<file path="config.mk">
export PLATFORM = sky130hd
export DESIGN_NAME = filter_stream_tx_flat
export DESIGN_NICKNAME = d
export VERILOG_FILES = /design/src/rtl/filter_stream_tx_pkg.sv /design/src/rtl/filter_stream_tx_if.sv /design/src/rtl/fstx_cof_bank.sv /design/src/rtl/filter_stream_tx.sv /design/src/flat_wrapper.sv
export SDC_FILE = /design/constraint.sdc
export NUM_CORES = 2
export LEC_CHECK = 0
export CAP_MARGIN = 5
export CORE_MARGIN = 2
export CORE_UTILIZATION = 30
export CTS_CLUSTER_SIZE = 16
export DETAILED_ROUTE_END_ITERATION = 10
export PLACE_DENSITY = 0.52
export SETUP_SLACK_MARGIN = 0.5
export SKIP_CTS_REPAIR_TIMING = 1
export SLEW_MARGIN = 20
export SYNTH_ARGS = -nofsm -noshare
export SYNTH_HDL_FRONTEND = slang
export SYNTH_SLANG_ARGS = --single-unit
</file>
<file path="constraint.sdc">
create_clock -name clk -period 40 [get_ports clk]
set_input_delay 8 -clock clk [delete_from_list [all_inputs] [get_ports clk]]
set_output_delay 8 -clock clk [all_outputs]
set_load 0.01 [all_outputs]
</file>
<file path="src/rtl/filter_stream_tx_pkg.sv">
// Shared definitions for the filter stream transmitter: FSM states,
// data_id encodings and the coefficient-count derivation.
package filter_pkg;

  typedef enum logic [2:0] {
    S_IDLE = 3'd0,
    S_COEF = 3'd1,
    S_GAP  = 3'd2,
    S_PIX  = 3'd3,
    S_DONE = 3'd4
  } state_e;

  localparam logic ID_COF = 1'b1;
  localparam logic ID_PIX = 1'b0;

  // Number of coefficients for a square mask of the given side.
  function automatic int calc_taps(input int mask_width);
    return mask_width * mask_width;
  endfunction

endpackage

</file>
<file path="src/rtl/filter_stream_tx_if.sv">
// Stream bundle between the pixel source, the transmitter and the filter.
//
// Handshakes: the upstream pixel channel transfers a word on every rising
// clock edge where pix_in_valid && pix_in_ready; pix_in_ready never depends
// combinationally on pix_in_valid. The filter-side channel has no back
// pressure: each cycle with data_in_valid=1 is exactly one beat, data_id
// tells coefficient (1) from pixel (0), and data_in holds its last value
// while data_in_valid=0.
interface filter_stream_tx_if #(
  parameter int DATA_BIT   = 15,
  parameter int DATA_IDBIT = 1
) ();
  logic                  pix_in_valid;
  logic [DATA_BIT-1:0]   pix_in;
  logic                  pix_in_ready;
  logic                  data_in_valid;
  logic [DATA_BIT-1:0]   data_in;
  logic [DATA_IDBIT-1:0] data_id;

  // Transmitter side.
  modport master (
    input  pix_in_valid, pix_in,
    output pix_in_ready, data_in_valid, data_in, data_id
  );

  // Environment side: pixel source and filter sink.
  modport slave (
    output pix_in_valid, pix_in,
    input  pix_in_ready, data_in_valid, data_in, data_id
  );
endinterface

</file>
<file path="src/rtl/fstx_cof_bank.sv">
// Coefficient register file: TAPS words, one write port, one
// combinational read port, cleared by reset.
module fstx_cof_bank #(
  parameter int TAPS     = 49,
  parameter int DATA_BIT = 15,
  parameter int ADDR_BIT = 6
) (
  input  logic                clk,
  input  logic                rst,
  input  logic                wr_en,
  input  logic [ADDR_BIT-1:0] wr_addr,
  input  logic [DATA_BIT-1:0] wr_data,
  input  logic [ADDR_BIT-1:0] rd_addr,
  output logic [DATA_BIT-1:0] rd_data
);

  logic [DATA_BIT-1:0] mem_q [TAPS];
  logic [DATA_BIT-1:0] mem_d [TAPS];

  // Next contents: single write, out-of-range addresses never land.
  always_comb begin
    mem_d = mem_q;
    if (wr_en && (wr_addr < ADDR_BIT'(TAPS))) begin
      mem_d[wr_addr] = wr_data;
    end
  end

  // Storage with asynchronous clear.
  always_ff @(posedge clk or posedge rst) begin
    if (rst) begin
      mem_q <= '{default: '0};
    end else begin
      mem_q <= mem_d;
    end
  end

  assign rd_data = mem_q[rd_addr];

endmodule

</file>
<file path="src/rtl/filter_stream_tx.sv">
// Filter stream transmitter: on start, sends all coefficients to the filter
// (data_id=1), optionally idles for GAP_CYCLES, then forwards one frame of
// pixels (data_id=0) and pulses done.
// Optional feature macro: FILTER_TX_GAP_EN enables the GAP idle phase.
module filter_stream_tx
  import filter_pkg::*;
#(
  parameter int DATA_BIT   = 15,
  parameter int DATA_IDBIT = 1,
  parameter int ROW_WIDTH  = 100,
  parameter int COL_WIDTH  = 100,
  parameter int MASK_WIDTH = 7,
  parameter int GAP_CYCLES = 8
) (
  input  logic                   clk,
  input  logic                   reset_in,
  input  logic                   cof_wr_en,
  input  logic [5:0]             cof_wr_addr,
  input  logic [DATA_BIT-1:0]    cof_wr_data,
  input  logic                   start,
  filter_stream_tx_if.master     bus,
  output logic                   busy,
  output logic                   done,
  output state_e                 state_dbg
);

  localparam int         TAPS      = calc_taps(MASK_WIDTH);
  localparam logic [5:0] COEF_LAST = 6'(TAPS - 1);
  localparam logic [13:0] PIX_LAST = 14'(ROW_WIDTH * COL_WIDTH - 1);

  state_e                state_q, state_d;
  logic [5:0]            coef_idx_q, coef_idx_d;
  logic [13:0]           pix_cnt_q, pix_cnt_d;
  logic                  dv_q, dv_d;
  logic [DATA_BIT-1:0]   data_q, data_d;
  logic [DATA_IDBIT-1:0] id_q, id_d;
  logic                  busy_q, busy_d;
  logic                  done_q, done_d;
  logic                  cof_we;
  logic [DATA_BIT-1:0]   cof_rd;

`ifdef FILTER_TX_GAP_EN
  logic [15:0]           gap_cnt_q, gap_cnt_d;
`else
  logic                  unused_gap;
  assign unused_gap = ^GAP_CYCLES;
`endif

  // Coefficients may only change while no frame is in flight.
  assign cof_we = cof_wr_en && (state_q == S_IDLE) && (cof_wr_addr < 6'(TAPS));

  fstx_cof_bank #(
    .TAPS     (TAPS),
    .DATA_BIT (DATA_BIT),
    .ADDR_BIT (6)
  ) u_cof_bank (
    .clk     (clk),
    .rst     (reset_in),
    .wr_en   (cof_we),
    .wr_addr (cof_wr_addr),
    .wr_data (cof_wr_data),
    .rd_addr (coef_idx_q),
    .rd_data (cof_rd)
  );

  // Next state, counters and registered stream outputs.
  always_comb begin
    state_d    = state_q;
    coef_idx_d = coef_idx_q;
    pix_cnt_d  = pix_cnt_q;
    dv_d       = 1'b0;
    data_d     = data_q;
    id_d       = DATA_IDBIT'(ID_PIX);
`ifdef FILTER_TX_GAP_EN
    gap_cnt_d  = gap_cnt_q;
`endif
    case (state_q)
      S_IDLE: begin
        if (start) begin
          state_d    = S_COEF;
          coef_idx_d = '0;
        end
      end
      S_COEF: begin
        dv_d   = 1'b1;
        data_d = cof_rd;
        id_d   = DATA_IDBIT'(ID_COF);
        if (coef_idx_q == COEF_LAST) begin
          coef_idx_d = '0;
`ifdef FILTER_TX_GAP_EN
          gap_cnt_d  = '0;
          state_d    = (GAP_CYCLES > 0) ? S_GAP : S_PIX;
`else
          state_d    = S_PIX;
`endif
        end else begin
          coef_idx_d = coef_idx_q + 6'd1;
        end
      end
`ifdef FILTER_TX_GAP_EN
      S_GAP: begin
        if (gap_cnt_q == 16'(GAP_CYCLES - 1)) begin
          gap_cnt_d = '0;
          state_d   = S_PIX;
        end else begin
          gap_cnt_d = gap_cnt_q + 16'd1;
        end
      end
`endif
      S_PIX: begin
        if (bus.pix_in_valid) begin
          dv_d   = 1'b1;
          data_d = bus.pix_in;
          if (pix_cnt_q == PIX_LAST) begin
            pix_cnt_d = '0;
            state_d   = S_DONE;
          end else begin
            pix_cnt_d = pix_cnt_q + 14'd1;
          end
        end
      end
      S_DONE: begin
        state_d = S_IDLE;
      end
      default: begin
        state_d = S_IDLE;
      end
    endcase
    // busy covers the done cycle itself and drops right after it.
    done_d = (state_q == S_DONE);
    busy_d = (state_d != S_IDLE) || done_d;
  end

  // State and output registers with asynchronous clear.
  always_ff @(posedge clk or posedge reset_in) begin
    if (reset_in) begin
      state_q    <= S_IDLE;
      coef_idx_q <= '0;
      pix_cnt_q  <= '0;
      dv_q       <= 1'b0;
      data_q     <= '0;
      id_q       <= '0;
      busy_q     <= 1'b0;
      done_q     <= 1'b0;
    end else begin
      state_q    <= state_d;
      coef_idx_q <= coef_idx_d;
      pix_cnt_q  <= pix_cnt_d;
      dv_q       <= dv_d;
      data_q     <= data_d;
      id_q       <= id_d;
      busy_q     <= busy_d;
      done_q     <= done_d;
    end
  end

`ifdef FILTER_TX_GAP_EN
  // Idle-phase counter.
  always_ff @(posedge clk or posedge reset_in) begin
    if (reset_in) begin
      gap_cnt_q <= '0;
    end else begin
      gap_cnt_q <= gap_cnt_d;
    end
  end
`endif

  // Ready is a pure function of state, so it drops the cycle after the last pixel.
  assign bus.pix_in_ready  = (state_q == S_PIX);
  assign bus.data_in_valid = dv_q;
  assign bus.data_in       = data_q;
  assign bus.data_id       = id_q;
  assign busy              = busy_q;
  assign done              = done_q;
  assign state_dbg         = state_q;

endmodule

</file>
<file path="src/flat_wrapper.sv">
// flat-port wrapper written by rule: the top's interface ports become plain ports
module filter_stream_tx_flat import filter_pkg::*;
#(
  parameter int DATA_BIT   = 15,
  parameter int DATA_IDBIT = 1,
  parameter int ROW_WIDTH  = 100,
  parameter int COL_WIDTH  = 100,
  parameter int MASK_WIDTH = 7,
  parameter int GAP_CYCLES = 8
)
  (clk, reset_in, cof_wr_en, cof_wr_addr, cof_wr_data, start, busy, done, state_dbg, bus_pix_in_valid, bus_pix_in, bus_pix_in_ready, bus_data_in_valid, bus_data_in, bus_data_id);
  filter_stream_tx_if #(.DATA_BIT(DATA_BIT), .DATA_IDBIT(DATA_IDBIT)) bus_i ();
  input  logic clk;
  input  logic reset_in;
  input  logic cof_wr_en;
  input  logic [5:0] cof_wr_addr;
  input  logic [DATA_BIT-1:0] cof_wr_data;
  input  logic start;
  output logic busy;
  output logic done;
  output state_e state_dbg;
  input wire logic [$bits(bus_i.pix_in_valid)-1:0] bus_pix_in_valid;
  input wire logic [$bits(bus_i.pix_in)-1:0] bus_pix_in;
  output wire logic [$bits(bus_i.pix_in_ready)-1:0] bus_pix_in_ready;
  output wire logic [$bits(bus_i.data_in_valid)-1:0] bus_data_in_valid;
  output wire logic [$bits(bus_i.data_in)-1:0] bus_data_in;
  output wire logic [$bits(bus_i.data_id)-1:0] bus_data_id;
  assign bus_i.pix_in_valid = bus_pix_in_valid;
  assign bus_i.pix_in = bus_pix_in;
  assign bus_pix_in_ready = bus_i.pix_in_ready;
  assign bus_data_in_valid = bus_i.data_in_valid;
  assign bus_data_in = bus_i.data_in;
  assign bus_data_id = bus_i.data_id;
  filter_stream_tx #(.DATA_BIT(DATA_BIT), .DATA_IDBIT(DATA_IDBIT), .ROW_WIDTH(ROW_WIDTH), .COL_WIDTH(COL_WIDTH), .MASK_WIDTH(MASK_WIDTH), .GAP_CYCLES(GAP_CYCLES)) u_core (.clk(clk), .reset_in(reset_in), .cof_wr_en(cof_wr_en), .cof_wr_addr(cof_wr_addr), .cof_wr_data(cof_wr_data), .start(start), .bus(bus_i), .busy(busy), .done(done), .state_dbg(state_dbg));
endmodule
</file>
* Word level (Yosys, flattened, before mapping)
Cells that the tools add are included.
W data, S select, Z words.
** Storage, ports and cells
- Register bits after elaboration :: 777
- Output and inout bits :: 23
** Operators by class
- Add/subtract/negate cells :: 2
- Magnitude comparators :: 4
- Eq/ne operators :: 7
- Mux-type cells :: 20
- Bitwise operators :: 2
- Reduce and logical (&&, ||, !) cells :: 12
** Operators with widths (count)
- $bwmux W735 :: 1
- $bmux W15 S6 :: 1
- $demux W15 S6 :: 1
- $mux W15 :: 4
- $pmux W15 S2 :: 1
- $add A14 B1 Y14 const B :: 1
- $eq A14 B14 Y1 const B :: 1
- $ge A7 B7 Y1 const B :: 2
- $mux W14 :: 1
- $not A6 Y7 :: 2
- $mux W3 :: 4
- $mux W6 :: 2
- $pmux W6 S2 :: 1
- $pmux W3 S3 :: 1
- $lt A7 B1 Y1 const B :: 1
- $add A6 B1 Y6 const B :: 1
- $eq A6 B6 Y1 const B :: 1
- $lt A6 B6 Y1 const B :: 1
- $reduce_and A2 Y1 :: 3
- $logic_and A1 B1 Y1 :: 4
- $ne A2 B2 Y1 const B :: 2
- $reduce_bool A2 Y1 :: 2
- $eq A3 B1 Y1 const B :: 1
- $eq A3 B2 Y1 const B :: 1
- 6 further kinds :: 7

* Logic depth before layout (Yosys ltp)
- Word-level depth :: 6
- Mapped depth :: 10
- Mapped depth without buffers :: 6

* Modules after synthesis
Synthesis repeated with hierarchy kept, for this count alone.
** Second synthesis, totals
- Cells, all modules :: 2323
- Area, all modules :: 35932.0 µm²
** Modules (own cells, without submodules)
- fstx_cof_bank :: instances 1, cells each 2125, area an instance 33895.0 µm², seq. area each 18392.6 µm²
- filter_stream_tx :: instances 1, cells each 198, area an instance 2037.0 µm², seq. area each 1051.0 µm²

* Least setup slack after synthesis
Ideal clock, no wire load.
- Path kind :: input-to-reg
- Start point :: input port cof_wr_en
- End point :: register u_core.u_cof_bank.mem_q[480] (netlist name)
- Setup time :: 0.125 ns
- Data arrival time :: 9.882 ns
- Required time :: 39.875 ns
- Path slack :: 29.993 ns
- Stages on the path :: 7
- Path buffers :: 2
- Cell sequence :: or4b_4 or4_4 a31oi_4 and2_1 buf_4 buf_6 mux2_2
** Between the ends
- Cells in the longest elaborated chain, start to end :: 3
** Ends and longest elaborated chain
- from (decl) :: RTL line flat_wrapper.sv:15 : input logic cof_wr_en;
- $logic_and A1 B1 Y1 (2 in a row) :: RTL line filter_stream_tx.sv:50 : assign cof_we = cof_wr_en && (state_q == S_IDLE) && (cof_wr_addr < 6'(TAPS));
- $logic_and A1 B1 Y1 :: RTL line fstx_cof_bank.sv:23 : if (wr_en && (wr_addr < ADDR_BIT'(TAPS))) begin
- to (signal assigned) :: RTL line fstx_cof_bank.sv:33 : mem_q <= mem_d;
- to (decl) :: RTL line fstx_cof_bank.sv:17 : logic [DATA_BIT-1:0] mem_q [TAPS];
No other way between the ends.
A chain may end at the register's enable or synchronous reset.

==> results.py <==
metrics = {
    "outcome": {
        "run_status": "complete, no violations",
    },
    "floorplan": {
        "io_pins": 64,
        "dieArea_sq_um": 121000,
        "start_util": 0.302,
        "die_h_microns": 348,
        "num_rows": 126,
        "die_x_microns": 348,
        "core_area_sq_um": 118000,
    },
    "flow_run": {
        "cap_violations": 0,
    },
    "route": {
        "viasPerCell": 5.27,
        "routed_wl_mm": 102,
        "via_count": 20900,
        "antenna_left": 0,
        "wl_per_cell_microns": 25.8,
        "drt_iter0_drc": 1210,
        "first_pass_iters": 5,
        "drc": 0,
    },
    "setup_path": {
        "max_stage_delay_ns": 0.89,
        "rr_startpoint": "u_core.coef_idx_q[0]$_DFFE_PP0P_",
        "endpoint_kind": "async pin",
        "crit_type": "input port to async pin",
        "reg2reg_depth": 8,
        "worst-endpoint-required_ns": 40.59,
        "path_max_fanout": 134,
        "cp_top_family": "buffers and inverters",
        "worst-path-stages": 5,
        "critPathLaunchType": "input port",
        "rrSetupSlack_ns": 34.50,
        "worst_path_max_delay_cell": "buf_4",
        "crit_top_cell": "buf_4",
        "r2r-end": "u_core.bus.data_in[3]$_DFFE_PP0P_",
        "crit_arrival_ns": 11.70,
        "crit_chain": "clkdlybuf4s50_1, inv_8, buf_4, buf_4, buf_6",
        "path_buf_inv": 5,
    },
    "global_route": {
        "grtUsageMet3": 0.0233,
        "grt_first_pass_wirelength_mm": 153,
        "track_usage": 0.170,
        "busiest_layer": "met2",
        "met2_usage": 0.281,
        "grt_max_degree": 135,
        "grt_pass1_vias": 22600,
        "grtUsageMet1": 0.225,
        "antenna_found_initial": 9,
        "globalRouteOverflowTotal": 0,
    },
    "finish": {
        "synthToLayoutAreaGrowth_pct": 13.5,
        "layout_common_cells": "dfrtp_1, mux2_2, mux4_2, nand2_1, clkbuf_16",
        "layout_commonest_cell": "dfrtp_1",
        "stdcell_count": 3965,
        "multiInputGateArea_sq_um": 15200,
        "regArea_sq_um": 19500,
        "drive_above_1_share": 0.469,
        "num-nets-final": 2404,
        "fill_cells": 11200,
    },
    "placement": {
        "hpwl_mm": 62.4,
        "port_buffers": 63,
        "dp.cells": 3809,
        "gp_congestion": 0.800,
    },
    "logic_synthesis": {
        "synth_cell_types": 73,
        "yosys_warnings": 0,
        "synth-edff-count": 0,
        "seq_area_frac_synth": 0.547,
        "async_flop_share": 1.00,
        "synth_ff_type": "dfrtp_1",
        "ys_ff_latch": 777,
        "synth_nets": 2433,
        "syn_area_per_cell_sq_um": 14.9,
        "netlist_area_sq_um": 35600,
        "syn_inst": 2389,
    },
    "clock_network": {
        "cts_buffers": 84,
        "clock_sinks": 777,
        "cts-root-buf": "clkbuf_16",
        "htreeDepth": 3,
        "clock_latency_ns": 0.65,
        "cts_tree": "yes",
        "cts_max_path_buffers": 3,
        "cts.clk_slew.worst_paths_ns": 0.06,
    },
    "timing": {
        "finalHoldViolCount": 0,
        "setup_viol": 0,
        "skew_ns": 0.0272,
        "holdWs_ns": 0.489,
        "relSlewSlack": 0.202,
        "rsz0062_at_grt": "false",
        "fin_tns_setup_ns": 0,
        "fin_crit_sh": 0.278,
        "fin_crit_ns": 11.11,
        "final_max_slew_viol_count": 0,
        "max_slew.worst_pin.slew_ns": 1.17,
        "fmax_ghz": 0.0900,
    },
    "min_path": {
        "min_to": "u_core.u_cof_bank.mem_q[288]$_DFFE_PP0P_",
        "min_path_type": "flop to flop",
        "hold_path_depth": 1,
        "holdCritStartpoint": "u_core.u_cof_bank.mem_q[288]$_DFFE_PP0P_",
    },
    "power_and_ir_drop": {
        "max-vdd-ir-drop_mv": 0.0521,
        "power_density_nw_per_um2": 54.0,
        "power_frac_seq": 0.413,
        "cell_internal_pwr_uw": 1500,
        "p_sw_frac": 0.313,
        "leakage_uw": 0.0190,
        "p_switching_uw": 681,
        "power_frac_clock": 0.368,
        "p_comb_frac": 0.219,
        "power_uw": 2180,
    },
}
metrics by stage:
| stage | cell area [sq um] | setup slack, ns | util |
|---|---|---|---|
| 6_report | 40300 | 28.89 | 0.343 |
| 5_1_grt | 40300 | 28.30 | 0.343 |
| 4_1_cts | 40300 | 28.33 | 0.342 |
| 3_5_place_dp | 37400 | 27.64 | 0.318 |
| 3_3_place_gp | 37400 | 27.84 | 0.318 |
| 2_1_floorplan | 35600 | 10.19 | - |
cells in the mapped netlist (all sizes together) (8+ instances only):
master	number	area, sq um
mux2	763	8630
clkbuf	132	495
mux4	146	3290
a21oi	24	131
mux2i	64	641
o221ai	8	70.1
buf	82	442
a211oi	16	120
o21ai	17	85.1
nand2	90	348
dfrtp	777	19400
inv	10	37.5
nand3	14	70.1
nor2	51	236
a2111oi	16	140
o22ai	26	163
a22oi	15	113
nor3	9	45.0
kinds of logic (layout without fill, tap and decap cells):
family          after synthesis  in the layout  synth area share
compound gates              168            168            0.0344
mux                         973            973             0.353
fa+ha+maj                     3              3           0.00106
simple gates                233            233            0.0347
xor+xnor                     10             10           0.00246
flops                       777            777             0.547
buf+inv                     225            260            0.0275
other cells                   0              5                 0
power by group through the flow:
stage               Combinational, uW  Clock (uW)  Sequential (uW)
finish                            477         802              900
global route                      506         857              907
global placement                  476           0              910
detailed placement                482           0              915
floorplan                         328           0              869
CTS                               483         822              900
final cells by class:
class	count	area share
antenna	5	0.000310
clock buffer	124	0.0618
clock inverter	26	0.00859
inverter	11	0.00121
multi-input combinational	1387	0.377
sequential	777	0.482
tap	1536	0.0476
timing repair buffer	99	0.0215
flip-flops by register name (all words and copies together) (netlist names):
signal	cells
u_core.state_dbg	3
u_core.pix_cnt_q	14
u_core.coef_idx_q	6
u_core.bus.data_in	15
u_core.u_cof_bank.mem_q	735
u_core.busy	1
u_core.bus.data_id	1
u_core.bus.data_in_valid	1
u_core.done	1
metal layers:
layer  routed length [microns]  part of all wire
met5                        22           0.00022
met4                      3650             0.036
met2                     49400              0.48
met3                      4290             0.042
met1                     44900              0.44
worst max path at each step:
stage,startpoint,end,slack (ns)
after floorplan,reset_in,u_core.bus.data_id$_DFF_PP0_,10.19
after global placement,reset_in,u_core.coef_idx_q[0]$_DFFE_PP0P_,27.84
after detailed placement,reset_in,u_core.coef_idx_q[0]$_DFFE_PP0P_,27.64
after CTS,reset_in,u_core.coef_idx_q[2]$_DFFE_PP0P_,28.33
after global routing,reset_in,u_core.coef_idx_q[2]$_DFFE_PP0P_,28.30
final,reset_in,u_core.coef_idx_q[2]$_DFFE_PP0P_,28.89
Note: power is estimated with default switching activity, not from simulation.
